[config.mk]
export PLATFORM = sky130hd
export DESIGN_NAME = mem_port_arbiter_flat
export DESIGN_NICKNAME = d
export VERILOG_FILES = /design/src/rtl/v850_mem_pkg.sv /design/src/rtl/mem_port_arbiter_if.sv /design/src/rtl/mem_resp_tag_pipe.sv /design/src/rtl/mem_port_arbiter.sv /design/src/flat_wrapper.sv
export SDC_FILE = /design/constraint.sdc
export NUM_CORES = 1
export LEC_CHECK = 0
export ABC_AREA = 1
export BUFFER_PORTS_ARGS = -buffer_cell sky130_fd_sc_hd__buf_2
export CAP_MARGIN = 10
export CELL_PAD_IN_SITES_DETAIL_PLACEMENT = 1
export CELL_PAD_IN_SITES_GLOBAL_PLACEMENT = 1
export CORE_AREA = 2 2 163 165
export DETAILED_ROUTE_END_ITERATION = 8
export DIE_AREA = 0 0 165 167
export GPL_ROUTABILITY_DRIVEN = 0
export PLACE_DENSITY = 0.67
export SLEW_MARGIN = 20
export SYNTH_ARGS = -nofsm -noshare
export SYNTH_HDL_FRONTEND = slang
export SYNTH_HIERARCHICAL = 1
export SYNTH_SLANG_ARGS = --single-unit
[constraint.sdc]
create_clock -name clk -period 1.9 [get_ports clk]
set_clock_uncertainty 0.15 [all_clocks]
set_input_delay 0 -clock clk [delete_from_list [all_inputs] [get_ports clk]]
set_output_delay 0 -clock clk [all_outputs]
set_load 0.005 [all_outputs]
[src/rtl/v850_mem_pkg.sv]
// Shared types and widths for the instruction/data memory port arbiter.
package v850_mem_pkg;

    localparam int unsigned MEM_ADDR_W = 25;
    localparam int unsigned MEM_DATA_W = 64;
    localparam int unsigned MEM_BE_W   = MEM_DATA_W / 8;

    typedef enum logic {
        OWN_IF,
        OWN_LS
    } owner_t;

    typedef enum logic [1:0] {
        IDLE,
        ISSUE,
        STALL
    } arb_state_t;

    typedef struct packed {
        logic   valid;
        owner_t owner;
    } resp_tag_t;

endpackage

[src/rtl/mem_port_arbiter_if.sv]
// Bundle of fetch, load/store and memory-macro signals around the port arbiter.
// slave: the arbiter's view; master: the surrounding pipeline and memory.
interface mem_port_arbiter_if
    import v850_mem_pkg::*;
#(
    parameter int unsigned ADDR_W = MEM_ADDR_W,
    parameter int unsigned DATA_W = MEM_DATA_W
) ();

    logic              if_req;
    logic [ADDR_W-1:0] if_addr;
    logic              if_flush;
    logic              if_gnt;
    logic              if_rvalid;
    logic [DATA_W-1:0] if_rdata;

    logic                ls_req;
    logic                ls_we;
    logic [ADDR_W-1:0]   ls_addr;
    logic [DATA_W-1:0]   ls_wdata;
    logic [MEM_BE_W-1:0] ls_be;
    logic                ls_gnt;
    logic                ls_rvalid;
    logic [DATA_W-1:0]   ls_rdata;

    logic                mem_en;
    logic                mem_we;
    logic [ADDR_W-1:0]   mem_addr;
    logic [DATA_W-1:0]   mem_wdata;
    logic [MEM_BE_W-1:0] mem_be;
    logic                mem_ready;
    logic [DATA_W-1:0]   mem_rdata;

    modport slave (
        input  if_req, if_addr, if_flush,
        output if_gnt, if_rvalid, if_rdata,
        input  ls_req, ls_we, ls_addr, ls_wdata, ls_be,
        output ls_gnt, ls_rvalid, ls_rdata,
        output mem_en, mem_we, mem_addr, mem_wdata, mem_be,
        input  mem_ready, mem_rdata
    );

    modport master (
        output if_req, if_addr, if_flush,
        input  if_gnt, if_rvalid, if_rdata,
        output ls_req, ls_we, ls_addr, ls_wdata, ls_be,
        input  ls_gnt, ls_rvalid, ls_rdata,
        input  mem_en, mem_we, mem_addr, mem_wdata, mem_be,
        output mem_ready, mem_rdata
    );

endinterface

[src/rtl/mem_resp_tag_pipe.sv]
// Shift register of response tags, one stage per cycle of memory read latency.
// An IF flush invalidates every IF-owned tag, including the one entering this cycle.
module mem_resp_tag_pipe
    import v850_mem_pkg::*;
#(
    parameter int unsigned DEPTH = 1
) (
    input  logic      clk,
    input  logic      rst_n,
    input  resp_tag_t push_i,
    input  logic      flush_if_i,
    output resp_tag_t tag_o
);

    resp_tag_t pipe_q [DEPTH];
    resp_tag_t pipe_d [DEPTH];

    // Shift one stage, then drop IF ownership validity on flush.
    always_comb begin
        pipe_d[0] = push_i;
        for (int i = 1; i < DEPTH; i++) begin
            pipe_d[i] = pipe_q[i-1];
        end
        for (int i = 0; i < DEPTH; i++) begin
            if (flush_if_i && pipe_d[i].owner == OWN_IF) begin
                pipe_d[i].valid = 1'b0;
            end
        end
    end

    // Tag storage with synchronous clear.
    always_ff @(posedge clk) begin
        for (int i = 0; i < DEPTH; i++) begin
            if (!rst_n) begin
                pipe_q[i] <= '0;
            end else begin
                pipe_q[i] <= pipe_d[i];
            end
        end
    end

    assign tag_o = pipe_q[DEPTH-1];

endmodule

[src/rtl/mem_port_arbiter.sv]
// Arbitrates the shared 64-bit memory port between instruction fetch and load/store.
// Load/store has priority. Optional starvation guard enabled by defining STARVE_GUARD_EN.
module mem_port_arbiter
    import v850_mem_pkg::*;
#(
    parameter int unsigned ADDR_W     = MEM_ADDR_W,
    parameter int unsigned DATA_W     = MEM_DATA_W,
    parameter int unsigned RD_LATENCY = 1,
    parameter int unsigned STARVE_MAX = 4
) (
    input logic               clk,
    input logic               rst_n,
    mem_port_arbiter_if.slave bus
);

    if (RD_LATENCY < 1 || RD_LATENCY > 4 || STARVE_MAX < 1) begin : g_bad_param
        $error("mem_port_arbiter: RD_LATENCY must be 1..4 and STARVE_MAX >= 1");
    end

    arb_state_t          state_q, state_d;
    logic                mem_en_q, mem_en_d;
    logic                mem_we_q, mem_we_d;
    logic [ADDR_W-1:0]   mem_addr_q, mem_addr_d;
    logic [DATA_W-1:0]   mem_wdata_q, mem_wdata_d;
    logic [MEM_BE_W-1:0] mem_be_q, mem_be_d;
    owner_t              mem_owner_q, mem_owner_d;

    logic      hold;
    logic      accepted;
    logic      if_gnt;
    logic      ls_gnt;
    logic      if_force;
    resp_tag_t push_tag;
    resp_tag_t tail_tag;

    // A strobe on the port that memory has not taken blocks new grants.
    assign hold     = (state_q != IDLE) && !bus.mem_ready;
    assign accepted = (state_q != IDLE) && bus.mem_ready;

`ifdef STARVE_GUARD_EN
    localparam int unsigned CNT_W = $clog2(STARVE_MAX + 1);

    logic [CNT_W-1:0] starve_q, starve_d;

    assign if_force = bus.if_req && (starve_q == CNT_W'(STARVE_MAX));

    // Count consecutive cycles the waiting fetch lost to load/store.
    always_comb begin
        starve_d = starve_q;
        if (!bus.if_req || if_gnt) begin
            starve_d = '0;
        end else if (ls_gnt) begin
            starve_d = starve_q + CNT_W'(1);
        end
    end

    // Starvation counter register.
    always_ff @(posedge clk) begin
        if (!rst_n) begin
            starve_q <= '0;
        end else begin
            starve_q <= starve_d;
        end
    end
`else
    assign if_force = 1'b0;
`endif

    // Grant selection: LS first unless the fetch has been starved too long.
    always_comb begin
        if_gnt = 1'b0;
        ls_gnt = 1'b0;
        if (!hold) begin
            if (bus.if_req && (if_force || !bus.ls_req)) begin
                if_gnt = 1'b1;
            end else if (bus.ls_req) begin
                ls_gnt = 1'b1;
            end
        end
    end

    // Next port state: hold on stall, load the granted request, else go quiet.
    always_comb begin
        state_d     = state_q;
        mem_en_d    = mem_en_q;
        mem_we_d    = mem_we_q;
        mem_addr_d  = mem_addr_q;
        mem_wdata_d = mem_wdata_q;
        mem_be_d    = mem_be_q;
        mem_owner_d = mem_owner_q;
        if (hold) begin
            state_d = STALL;
        end else if (ls_gnt) begin
            state_d     = ISSUE;
            mem_en_d    = 1'b1;
            mem_we_d    = bus.ls_we;
            mem_addr_d  = bus.ls_addr;
            mem_wdata_d = bus.ls_we ? bus.ls_wdata : '0;
            mem_be_d    = bus.ls_we ? bus.ls_be : '0;
            mem_owner_d = OWN_LS;
        end else if (if_gnt) begin
            state_d     = ISSUE;
            mem_en_d    = 1'b1;
            mem_we_d    = 1'b0;
            mem_addr_d  = bus.if_addr;
            mem_wdata_d = '0;
            mem_be_d    = '0;
            mem_owner_d = OWN_IF;
        end else begin
            state_d  = IDLE;
            mem_en_d = 1'b0;
            mem_we_d = 1'b0;
        end
    end

    // Port FSM and registered memory outputs.
    always_ff @(posedge clk) begin
        if (!rst_n) begin
            state_q     <= IDLE;
            mem_en_q    <= 1'b0;
            mem_we_q    <= 1'b0;
            mem_addr_q  <= '0;
            mem_wdata_q <= '0;
            mem_be_q    <= '0;
            mem_owner_q <= OWN_IF;
        end else begin
            state_q     <= state_d;
            mem_en_q    <= mem_en_d;
            mem_we_q    <= mem_we_d;
            mem_addr_q  <= mem_addr_d;
            mem_wdata_q <= mem_wdata_d;
            mem_be_q    <= mem_be_d;
            mem_owner_q <= mem_owner_d;
        end
    end

    // Writes travel down the pipe as bubbles so response order stays aligned.
    assign push_tag.valid = accepted && !mem_we_q;
    assign push_tag.owner = mem_owner_q;

    mem_resp_tag_pipe #(
        .DEPTH (RD_LATENCY)
    ) u_tag_pipe (
        .clk        (clk),
        .rst_n      (rst_n),
        .push_i     (push_tag),
        .flush_if_i (bus.if_flush),
        .tag_o      (tail_tag)
    );

    assign bus.if_gnt    = if_gnt;
    assign bus.ls_gnt    = ls_gnt;
    assign bus.mem_en    = mem_en_q;
    assign bus.mem_we    = mem_we_q;
    assign bus.mem_addr  = mem_addr_q;
    assign bus.mem_wdata = mem_wdata_q;
    assign bus.mem_be    = mem_be_q;

    // A fetch response arriving in a flush cycle is already stale.
    assign bus.if_rvalid = tail_tag.valid && tail_tag.owner == OWN_IF && !bus.if_flush;
    assign bus.ls_rvalid = tail_tag.valid && tail_tag.owner == OWN_LS;
    assign bus.if_rdata  = bus.if_rvalid ? bus.mem_rdata : '0;
    assign bus.ls_rdata  = bus.ls_rvalid ? bus.mem_rdata : '0;

endmodule
[src/flat_wrapper.sv]
// flat-port wrapper written by rule: the top's interface ports become plain ports
module mem_port_arbiter_flat import v850_mem_pkg::*;
#(
    parameter int unsigned ADDR_W     = MEM_ADDR_W,
    parameter int unsigned DATA_W     = MEM_DATA_W,
    parameter int unsigned RD_LATENCY = 1,
    parameter int unsigned STARVE_MAX = 4
)
  (clk, rst_n, bus_if_req, bus_if_addr, bus_if_flush, bus_if_gnt, bus_if_rvalid, bus_if_rdata, bus_ls_req, bus_ls_we, bus_ls_addr, bus_ls_wdata, bus_ls_be, bus_ls_gnt, bus_ls_rvalid, bus_ls_rdata, bus_mem_en, bus_mem_we, bus_mem_addr, bus_mem_wdata, bus_mem_be, bus_mem_ready, bus_mem_rdata);
  mem_port_arbiter_if #(.ADDR_W(ADDR_W), .DATA_W(DATA_W)) bus_i ();
  input logic clk;
  input logic rst_n;
  input wire logic [$bits(bus_i.if_req)-1:0] bus_if_req;
  input wire logic [$bits(bus_i.if_addr)-1:0] bus_if_addr;
  input wire logic [$bits(bus_i.if_flush)-1:0] bus_if_flush;
  output wire logic [$bits(bus_i.if_gnt)-1:0] bus_if_gnt;
  output wire logic [$bits(bus_i.if_rvalid)-1:0] bus_if_rvalid;
  output wire logic [$bits(bus_i.if_rdata)-1:0] bus_if_rdata;
  input wire logic [$bits(bus_i.ls_req)-1:0] bus_ls_req;
  input wire logic [$bits(bus_i.ls_we)-1:0] bus_ls_we;
  input wire logic [$bits(bus_i.ls_addr)-1:0] bus_ls_addr;
  input wire logic [$bits(bus_i.ls_wdata)-1:0] bus_ls_wdata;
  input wire logic [$bits(bus_i.ls_be)-1:0] bus_ls_be;
  output wire logic [$bits(bus_i.ls_gnt)-1:0] bus_ls_gnt;
  output wire logic [$bits(bus_i.ls_rvalid)-1:0] bus_ls_rvalid;
  output wire logic [$bits(bus_i.ls_rdata)-1:0] bus_ls_rdata;
  output wire logic [$bits(bus_i.mem_en)-1:0] bus_mem_en;
  output wire logic [$bits(bus_i.mem_we)-1:0] bus_mem_we;
  output wire logic [$bits(bus_i.mem_addr)-1:0] bus_mem_addr;
  output wire logic [$bits(bus_i.mem_wdata)-1:0] bus_mem_wdata;
  output wire logic [$bits(bus_i.mem_be)-1:0] bus_mem_be;
  input wire logic [$bits(bus_i.mem_ready)-1:0] bus_mem_ready;
  input wire logic [$bits(bus_i.mem_rdata)-1:0] bus_mem_rdata;
  assign bus_i.if_req = bus_if_req;
  assign bus_i.if_addr = bus_if_addr;
  assign bus_i.if_flush = bus_if_flush;
  assign bus_if_gnt = bus_i.if_gnt;
  assign bus_if_rvalid = bus_i.if_rvalid;
  assign bus_if_rdata = bus_i.if_rdata;
  assign bus_i.ls_req = bus_ls_req;
  assign bus_i.ls_we = bus_ls_we;
  assign bus_i.ls_addr = bus_ls_addr;
  assign bus_i.ls_wdata = bus_ls_wdata;
  assign bus_i.ls_be = bus_ls_be;
  assign bus_ls_gnt = bus_i.ls_gnt;
  assign bus_ls_rvalid = bus_i.ls_rvalid;
  assign bus_ls_rdata = bus_i.ls_rdata;
  assign bus_mem_en = bus_i.mem_en;
  assign bus_mem_we = bus_i.mem_we;
  assign bus_mem_addr = bus_i.mem_addr;
  assign bus_mem_wdata = bus_i.mem_wdata;
  assign bus_mem_be = bus_i.mem_be;
  assign bus_i.mem_ready = bus_mem_ready;
  assign bus_i.mem_rdata = bus_mem_rdata;
  mem_port_arbiter #(.ADDR_W(ADDR_W), .DATA_W(DATA_W), .RD_LATENCY(RD_LATENCY), .STARVE_MAX(STARVE_MAX)) u_core (.clk(clk), .rst_n(rst_n), .bus(bus_i));
endmodule
# Word-level counts from Yosys, hierarchy flattened
# Memory sizes are Yosys's and may differ from the RTL's.
# Index checks and enable logic that the tools add are counted.
[totals] ff_bits=102 mem_bits_rw=2 in_bits=193 out_inout_bits=231 word_cells=58 mem_count=1
[classes] muxes=28 bitwise_logic=4 reduce_logical=17
[mem_list] name="u_core.u_tag_pipe.pipe_q" depth=1 width=2 rd=1 rd_ports_with_merged_regs=0 wr=1 line="mem_resp_tag_pipe.sv:15" text="resp_tag_t pipe_q [DEPTH];"
[op_table] operator="two-way mux 64 bit" count=5
[op_table] operator="two-way mux 25 bit" count=2
[op_table] operator="two-way mux 8 bit" count=3
[op_table] operator="two-way mux 1 bit" count=15
[op_table] operator="logical AND 1 bit" count=8
[op_table] operator="two-way mux 2 bit" count=3
[op_table] operator="logical NOT 1 bit" count=4
[op_table] operator="inverter 1 bit" count=4
[op_table] operator="nonzero test 2 bit" count=2
[op_table] operator="OR reduction 2 bit" count=2
[op_table] operator="AND reduction 2 bit" count=1

# Longest topological paths before layout
# Gate-level depths: netlist of the first run.
[depth] ltp_word=7 depth_mapped=9 mapped_depth_nobuf=7

# By module
# The synthesis of the first run kept the hierarchy.
[by_module_without_submodules] mod="mem_port_arbiter" n_inst=1 cells_each=806 area_per_inst_um2=5074.9 seq_area_each_um2=2042.0
[by_module_without_submodules] mod="mem_resp_tag_pipe" n_inst=1 cells_each=7 area_per_inst_um2=63.8 seq_area_each_um2=40.0

# Worst setup path after synthesis of the first run
# OpenSTA, ideal clock, no wires.
[synth_path] kind="reg2reg" start="reg u_core.state_q[1]" end="reg u_core.mem_addr_q[10], in the netlist u_core/bus.mem_addr[10]" setup_time_ps=112 t_arrival_ps=1097 t_required_ps=1638 setup_slack_ps=542 path_stages_with_launch=8 path_buffers=3 synth_period_minus_slack_ps=1358 path_cell_list="dfxtp_1 o21ai_1 buf_4 o21ai_4 buf_4 buf_2 nor2_1 nor2_1"
[synth_via] elab_chain_cells=5 word_cells_on_any_way=8 cone_classes="mux: 3; bitwise: 1; reduce/logical: 4"
[synth_rtl] element="from (decl)" line="mem_port_arbiter.sv:20" text="arb_state_t state_q, state_d;"
[synth_rtl] element="from (signal assigned)" line="mem_port_arbiter.sv:127" text="state_q <= state_d;"
[synth_rtl] element="nonzero test 2 bit *" line="mem_port_arbiter.sv:37" text="assign hold = (state_q != IDLE) && !bus.mem_ready;"
[synth_rtl] element="logical AND 1 bit *" line="mem_port_arbiter.sv:37"
[synth_rtl] element="two-way mux 1 bit" line="mem_port_arbiter.sv:73" text="if (!hold) begin"
[synth_rtl] element="nonzero test 2 bit (no line)"
[synth_rtl] element="AND reduction 2 bit (no line)"
[synth_rtl] element="to (signal assigned)" line="mem_port_arbiter.sv:130" text="mem_addr_q <= mem_addr_d;"
[synth_rtl] element="to (decl)" line="mem_port_arbiter.sv:23" text="logic [ADDR_W-1:0] mem_addr_q, mem_addr_d;"
# Every way passes the cells marked *; elsewhere a longest branch is shown, timed or not.
# A chain may end at the register's enable or synchronous reset.

# Final worst setup path of the first run
[layout_path] start="reg u_core.state_q[1]" end="out bus_if_gnt"
[layout_via] elab_chain_cells=3
[layout_rtl] element="nonzero test 2 bit" line="mem_port_arbiter.sv:37"
[layout_rtl] element="logical AND 1 bit" line="mem_port_arbiter.sv:37"
[layout_rtl] element="two-way mux 1 bit" line="mem_port_arbiter.sv:73"
[layout_rtl] element="to (decl)" line="flat_wrapper.sv:16" text="output wire logic [$bits(bus_i.if_gnt)-1:0] bus_if_gnt;"
# Every way passes these cells.

==> metrics.md, run 1 <==
| Metric | Value |
|---|---|
| Status | finished clean |
| Hold depth | 4 |
| Share of layout cells above drive strength 1 | 35.0% |
| Number of remaining DRC errors | 0 |
| GRT met3 Usage | under 10% |
| YS warnings | 6 |
| CP Cell Sequence | o21ai_4 > buf_12 > inv_1 > nor2_1 > buf_2 |
| Chip width | ~170 um |
| Core Area | 25800 um2 |
| Setup Fix Bufs, Post-CTS | 0 |
| Avg WL per Cell | roughly 17 um |
| CP max stage delay | between 0.3 and 0.4 ns |
| Vias | between 7000 and 8000 |
| CTS sink cnt | 104 |
| WS Path Type | reg -> out |
| Count of max-cap constraint violations | 0 |
| Critical Path End Type | output port |
| Reg2reg path depth | 5 |
| Drt pass-1 iters | 5 |
| Req. time, crit path | 1.75 ns |
| Reg2reg setup slack | 0.27 ns |
| Worst VDD drop | 417 uV |
| Clk_lat worst skew | 0.35 ns |
| Yosys reg bits | 104 |
| Tot Pwr | between 5000 and 6000 uW |
| Syn_nets | 1006 |
| Cell family with most CP delay | buffers and inverters |
| Distinct cells, synth | 19 |
| Met2 Use GR | 36.7% |
| Cts bufs inserted | 9 |
| TritonCTS clock tree | yes |
| Met1 track demand over resource | 20.5% |
| Relative slew slack | 66.7% |
| Slew Viols, Final | 0 |
| H-tree depth | 3 |
| # IOs | 424 |
| Min Clock Period, post-route | 1.80 ns |
| Initial antenna violation count | 14 |
| CP max stage cell | dfxtp_1 |
| Critical Path AT | 1.65 ns |
| Vias/cell | 4.36 |
| Global route overflow | 0 |
| Gr busiest metal | met2 |
| Hold EP | u_core/bus.mem_we |
| ANT nets after route | 0 |
| Period utilisation layout | 94.5% |
| Vias in the first global route | about 7500 |
| Critical path fanouts, max | 23 |
| Worst setup SP type | register |
| RSZ-0062 raised after global routing | false |
| Row cnt | 59 |
| Hold Crit Class | in -> reg |
| Levels on crit path | 5 |
| Die area | ~28000 um2 |
| PortBufs | 423 |
| Largest net degree at the start of global routing | 78 |
| Static leakage | 0.00513 uW |
| Number of fill cells | ~3400 |
| Syn Area/Cell | 6.32 um2 |
| Total Routing Usage GR | between 10% and 20% |
| Clk slew on worst S/H paths | roughly 0.080 ns |
| Total wire length | 28.5 mm |
| Clk buf depth | 2 |
| Max Clock Freq | 0.557 GHz |
| Post-Syn Area | 5140 um2 |
| Reg2Reg Capture Point | u_core/u_tag_pipe/pipe_q[0][1] |
| Worst R2R Start | u_core/state_q[1] |
| Area Overhead vs Synth | 80.2% |
| Hold Startpoint | bus_ls_we |
| Tightest Pin Transition | 0.499 ns |
| Starting Density | 19.9% |
| Gate Count Post-Synth | approximately 800 |
| Starting DRT DRC Count | 215 |
| Final hold vios | 0 |
| TNS Setup | 0 ns |
| HPWL Detailed | 20.0 mm |
| Post-synthesis sequential area ratio | about two fifths |
| Root Driver | clkbuf_16 |
| Global-route wire length before repair | around 42 mm |
| WP buf/inv | 3 |
| Die Span Y | 167 um |
| PD cells | 618 nW/um2 |
| Final net count | 1515 |
| Setup violations, final | 0 |
==> per-stage QoR <==
step	cell area [um2]	util [%]	hold slack, ns	setup slack, ns	std cells
floorplan	5140	-	-0.102	0.542	813
global placement	7590	29.4	0.114	0.374	1518
detailed placement	7590	29.4	0.108	0.342	1518
CTS	9230	35.8	0.0261	0.0403	1662
global route	9250	35.9	0.0640	0.0110	1671
finish	9260	35.9	0.0551	0.104	1673
==> sequential cells by signal, indices dropped and copies added (netlist names) <==
signal,count
u_core/mem_owner_q,1
u_core/u_tag_pipe/pipe_q,2
u_core/bus.mem_wdata,64
u_core/state_q,2
u_core/bus.mem_we,1
u_core/bus.mem_en,1
u_core/bus.mem_be,8
u_core/bus.mem_addr,25
==> layout make-up <==
type                    instances  area [um2]  area share [%]
clock inverters                 7         108            1.16
clock buffers                   9         225            2.43
flip-flops and latches        104        2080            22.5
well taps                     335         419            4.53
diodes                         11        27.5           0.297
repair buffers                567        3650            39.4
inverters                     100         375            4.05
multi-input cells             540        2370            25.6
==> cell usage in the layout, fill, tap and decap left out <==
| cell type | instances |
|---|---|
| a21oi_1 | 74 |
| a21oi_2 | 1 |
| buf_12 | 8 |
| buf_2 | 422 |
| buf_4 | 8 |
| buf_6 | 1 |
| bufbuf_16 | 1 |
| bufinv_16 | 1 |
| clkbuf_16 | 9 |
| clkinv_8 | 2 |
| dfxtp_1 | 104 |
| diode_2 | 11 |
| dlygate4sd3_1 | 127 |
| inv_1 | 98 |
| inv_12 | 1 |
| inv_2 | 2 |
| inv_6 | 2 |
| inv_8 | 1 |
| nand2_1 | 180 |
| nand2_2 | 2 |
| nand3_1 | 26 |
| nand4_1 | 72 |
| nor2_1 | 181 |
| nor3_1 | 1 |
| nor3_2 | 1 |
| o21ai_4 | 2 |
==> synthesized netlist by cell type <==
cell type	instances	area share (%)
nor2_1	181	13
clkbuf_1	34	2.5
buf_2	19	1.9
dfxtp_1	104	41
nand2_1	181	13
nand3_1	26	2.5
buf_6	1	0.22
o21ai_1	1	0.097
a21oi_2	1	0.17
inv_1	99	7.2
clkbuf_2	1	0.097
nand2_2	1	0.12
o21ai_4	1	0.32
buf_1	5	0.37
inv_2	1	0.073
nand4_1	72	8.8
buf_4	9	1.3
a21oi_1	74	7.2
nor3_1	2	0.19
==> kinds of logic (layout without fill, tap and decap cells) <==
kind of cell / count (synthesis) / after routing / synth area share, %
simple gates: 463 / 463 / 38.1
flops: 104 / 104 / 40.5
buf+inv: 169 / 683 / 13.6
compound gates: 77 / 77 / 7.79
other cells: 0 / 11 / 0
==> metal layers <==
metal | vias up | part of all wire, %
met5 | - | 0
met2 | 294 | 53
met1 | 3394 | 37
li1 | 3568 | -
met3 | 42 | 7.5
met4 | 0 | 2.4
==> worst reg2reg max path, stage by stage (launching register included) <==
cell           delay (ns)
dfxtp_1              0.38
nor2_1               0.07
nor3_1               0.18
nand2_1              0.14
a21oi_2              0.12
dlygate4sd3_1        0.54
==> worst max-delay path by stage <==
stage	from	slack, ns	end
finish	u_core/state_q[1]	0.10	bus_if_gnt
CTS	u_core/state_q[1]	0.04	bus_if_gnt
floorplan	u_core/state_q[1]	0.54	u_core/bus.mem_addr[10]
detailed placement	u_core/state_q[1]	0.34	u_core/bus.mem_addr[11]
global route	u_core/state_q[1]	0.01	bus_if_gnt
global placement	u_core/state_q[1]	0.37	u_core/bus.mem_we
==> repair_timing <==
item,in CTS,in global routing
cloned,1,0
setup endpoints to repair,2,19
hold endpoints to repair,100,0
gates resized for setup,1,1
hold buffers,127,0
==> where the power goes <==
part	switching, uW	total [uW]	internal, uW	leakage, uW
registers	62.0	2360	2300	0.000852
clock network	1010	2100	1080	0.000161
logic	666	1270	605	0.00412
Note: power is estimated with default switching activity, not from simulation.
==> run 2: changes to the inputs <==
--- a/config.mk
+++ b/config.mk
@@ -15,6 +15,7 @@
 export DIE_AREA = 0 0 165 167
 export GPL_ROUTABILITY_DRIVEN = 0
 export PLACE_DENSITY = 0.67
+export RECOVER_POWER = 100
 export SLEW_MARGIN = 20
 export SYNTH_ARGS = -nofsm -noshare
 export SYNTH_HDL_FRONTEND = slang
==> metrics.md, run 2 (synthesized netlist as in run 1, its figures left out) <==
| Metric | Value |
|---|---|
| Vias/cell | 4.35 |
| Relative slew slack | 52.5% |
| Avg WL per Cell | 17.1 um |
| WS Path Type | reg -> reg |
| Reg2Reg Capture Point | u_core/bus.mem_wdata[35] |
| Starting Density | 19.9% |
| Worst VDD drop | 434 uV |
| Sw frac | roughly 31% |
| Max Clock Freq | 0.554 GHz |
| Vias | 7286 |
| Logic pwr share | 21.8% |
| Setup Fix Bufs, Post-CTS | 0 |
| Number of remaining DRC errors | 0 |
| Cts bufs inserted | 9 |
| PortBufs | 423 |
| P_int | 3960 uW |
| Starting DRT DRC Count | 251 |
| DP Area | 7590 um2 |
| Root Driver | clkbuf_16 |
| TritonCTS clock tree | yes |
| Critical Path AT | 1.90 ns |
| Min Clock Period, post-route | 1.81 ns |
| Most frequent cells in the layout | buf_2, clkbuf_1, nor2_1 |
| Share of power burned in registers | 41.4% |
| Hold depth | 4 |
| ANT nets after route | 0 |
| Total Routing Usage GR | ~20% |
| Hold EP | u_core/bus.mem_we |
| Switching power | 1750 uW |
| Period utilisation layout | 95.1% |
| CTS sink cnt | 104 |
| Chip width | 165 um |
| Initial antenna violation count | 14 |
| Area Overhead vs Synth | 75.1% |
| Largest net degree at the start of global routing | 78 |
| Tightest Pin Transition | 0.713 ns |
| Hold Startpoint | bus_ls_we |
| Global-route wire length before repair | between 40 and 50 mm |
| Vias in the first global route | 7545 |
| Total wire length | 28.6 mm |
| Drt pass-1 iters | 4 |
| Clk_lat worst skew | 0.35 ns |
| RSZ-0062 raised after global routing | false |
| TNS Setup | 0 ns |
| Final Cell Area | 9000 um2 |
| Req. time, crit path | 1.99 ns |
| Core Area | 25800 um2 |
| Final hold vios | 0 |
| Row cnt | around 60 |
| Reg2reg setup slack | 0.09 ns |
| Static leakage | 0.00429 uW |
| Setup violations, final | 0 |
| Most common cell after layout, fill and taps aside | buf_2 |
| Hold Crit Class | in -> reg |
| H-tree depth | 3 |
| Global route overflow | 0 |
| Count of max-cap constraint violations | 0 |
| Die area | approximately 28000 um2 |
| Final net count | ~1500 |
| Clk buf depth | 2 |
| Slew Viols, Final | 0 |
| # IOs | between 400 and 500 |
| Die Span Y | 167 um |
| Clk slew on worst S/H paths | 0.08 ns |
| Share of layout cells above drive strength 1 | 20.3% |
| Worst setup SP type | register |
| Status | finished clean |
| Max FFs per register | 64 |
| Reg2reg path depth | 5 |
| HPWL Detailed | 20.0 mm |
| Critical path fanouts, max | 21 |
| PD cells | 634 nW/um2 |
| Clk pwr share | a little under two fifths |
| Number of fill cells | around 3500 |
| Worst R2R Start | u_core/state_q[1] |
| Critical Path End Type | register |
## run 2: changes by cell type in the layout (fill, tap and decap cells not counted), sizes merged
cell / change
buf: -204
diode: +2
clkbuf: +204
## run 2: area by class of cell
cell class,instances,area (um2),share of cell area [%]
Timing Repair Buffer,567,3380,37.6
Multi-Input combinational cell,540,2370,26.4
Sequential cell,104,2080,23.1
Tap cell,335,419,4.66
Inverter,100,375,4.17
Clock buffer,9,225,2.50
Clock inverter,7,108,1.20
Antenna cell,13,32.5,0.361
## run 2: critical path, cell delays in order, from the launching register on
cell and delay [ns]:
dfxtp_1 0.34, o21ai_4 0.33, o21ai_4 0.18, clkbuf_2 0.38
nand2_1 0.21, a21oi_1 0.09
## run 2: timing repair
| action | 4_1_cts | 5_1_grt |
|---|---|---|
| resized for setup | 1 | 1 |
| endpoints found under the hold margin | 100 | 0 |
| hold buffers | 127 | 0 |
| cloned | 1 | 0 |
| endpoints found under the setup margin | 2 | 19 |
## run 2: power by group through the flow
| stage | logic [uW] | clock network [uW] | registers, uW |
|---|---|---|---|
| floorplan | 504 | 0 | 2410 |
| global placement | 1030 | 0 | 2400 |
| detailed placement | 1040 | 0 | 2410 |
| CTS | 1270 | 2180 | 2360 |
| global route | 1370 | 2270 | 2380 |
| finish | 1240 | 2110 | 2360 |
## run 2: how the worst max path moves through the flow
stage | start | endpoint | slack, ns | depth (start not counted)
finish | u_core/state_q[1] | u_core/bus.mem_wdata[35] | 0.09 | 5
global route | u_core/u_tag_pipe/pipe_q[0][0] | bus_ls_rdata[59] | 0.007 | 4
CTS | u_core/state_q[1] | bus_if_gnt | 0.04 | 5
detailed placement | u_core/state_q[1] | u_core/bus.mem_addr[11] | 0.34 | 6
global placement | u_core/state_q[1] | u_core/bus.mem_we | 0.37 | 7
floorplan | u_core/state_q[1] | u_core/bus.mem_addr[10] | 0.54 | 7
## run 2: metrics by stage
stage               std cells  utilization, %  hold slack [ns]  total power (uW)  setup slack [ns]
floorplan                 813               -           -0.102              2920             0.542
global placement         1518            29.4            0.114              3430             0.374
detailed placement       1518            29.4            0.108              3450             0.342
CTS                      1662            35.8           0.0261              5800            0.0403
global route             1671            34.9           0.0640              6020           0.00652
finish                   1675            34.9           0.0567              5710            0.0938
## run 2: metal layers
metal,wire length (um),up-vias,part of all wire (%),global-route usage (%)
met1,10900,3390,38,20.5
met5,0,-,0,0
met3,2010,42,7.0,5.26
li1,-,3573,-,-
met4,818,0,2.9,7.67
met2,14900,281,52,36.7
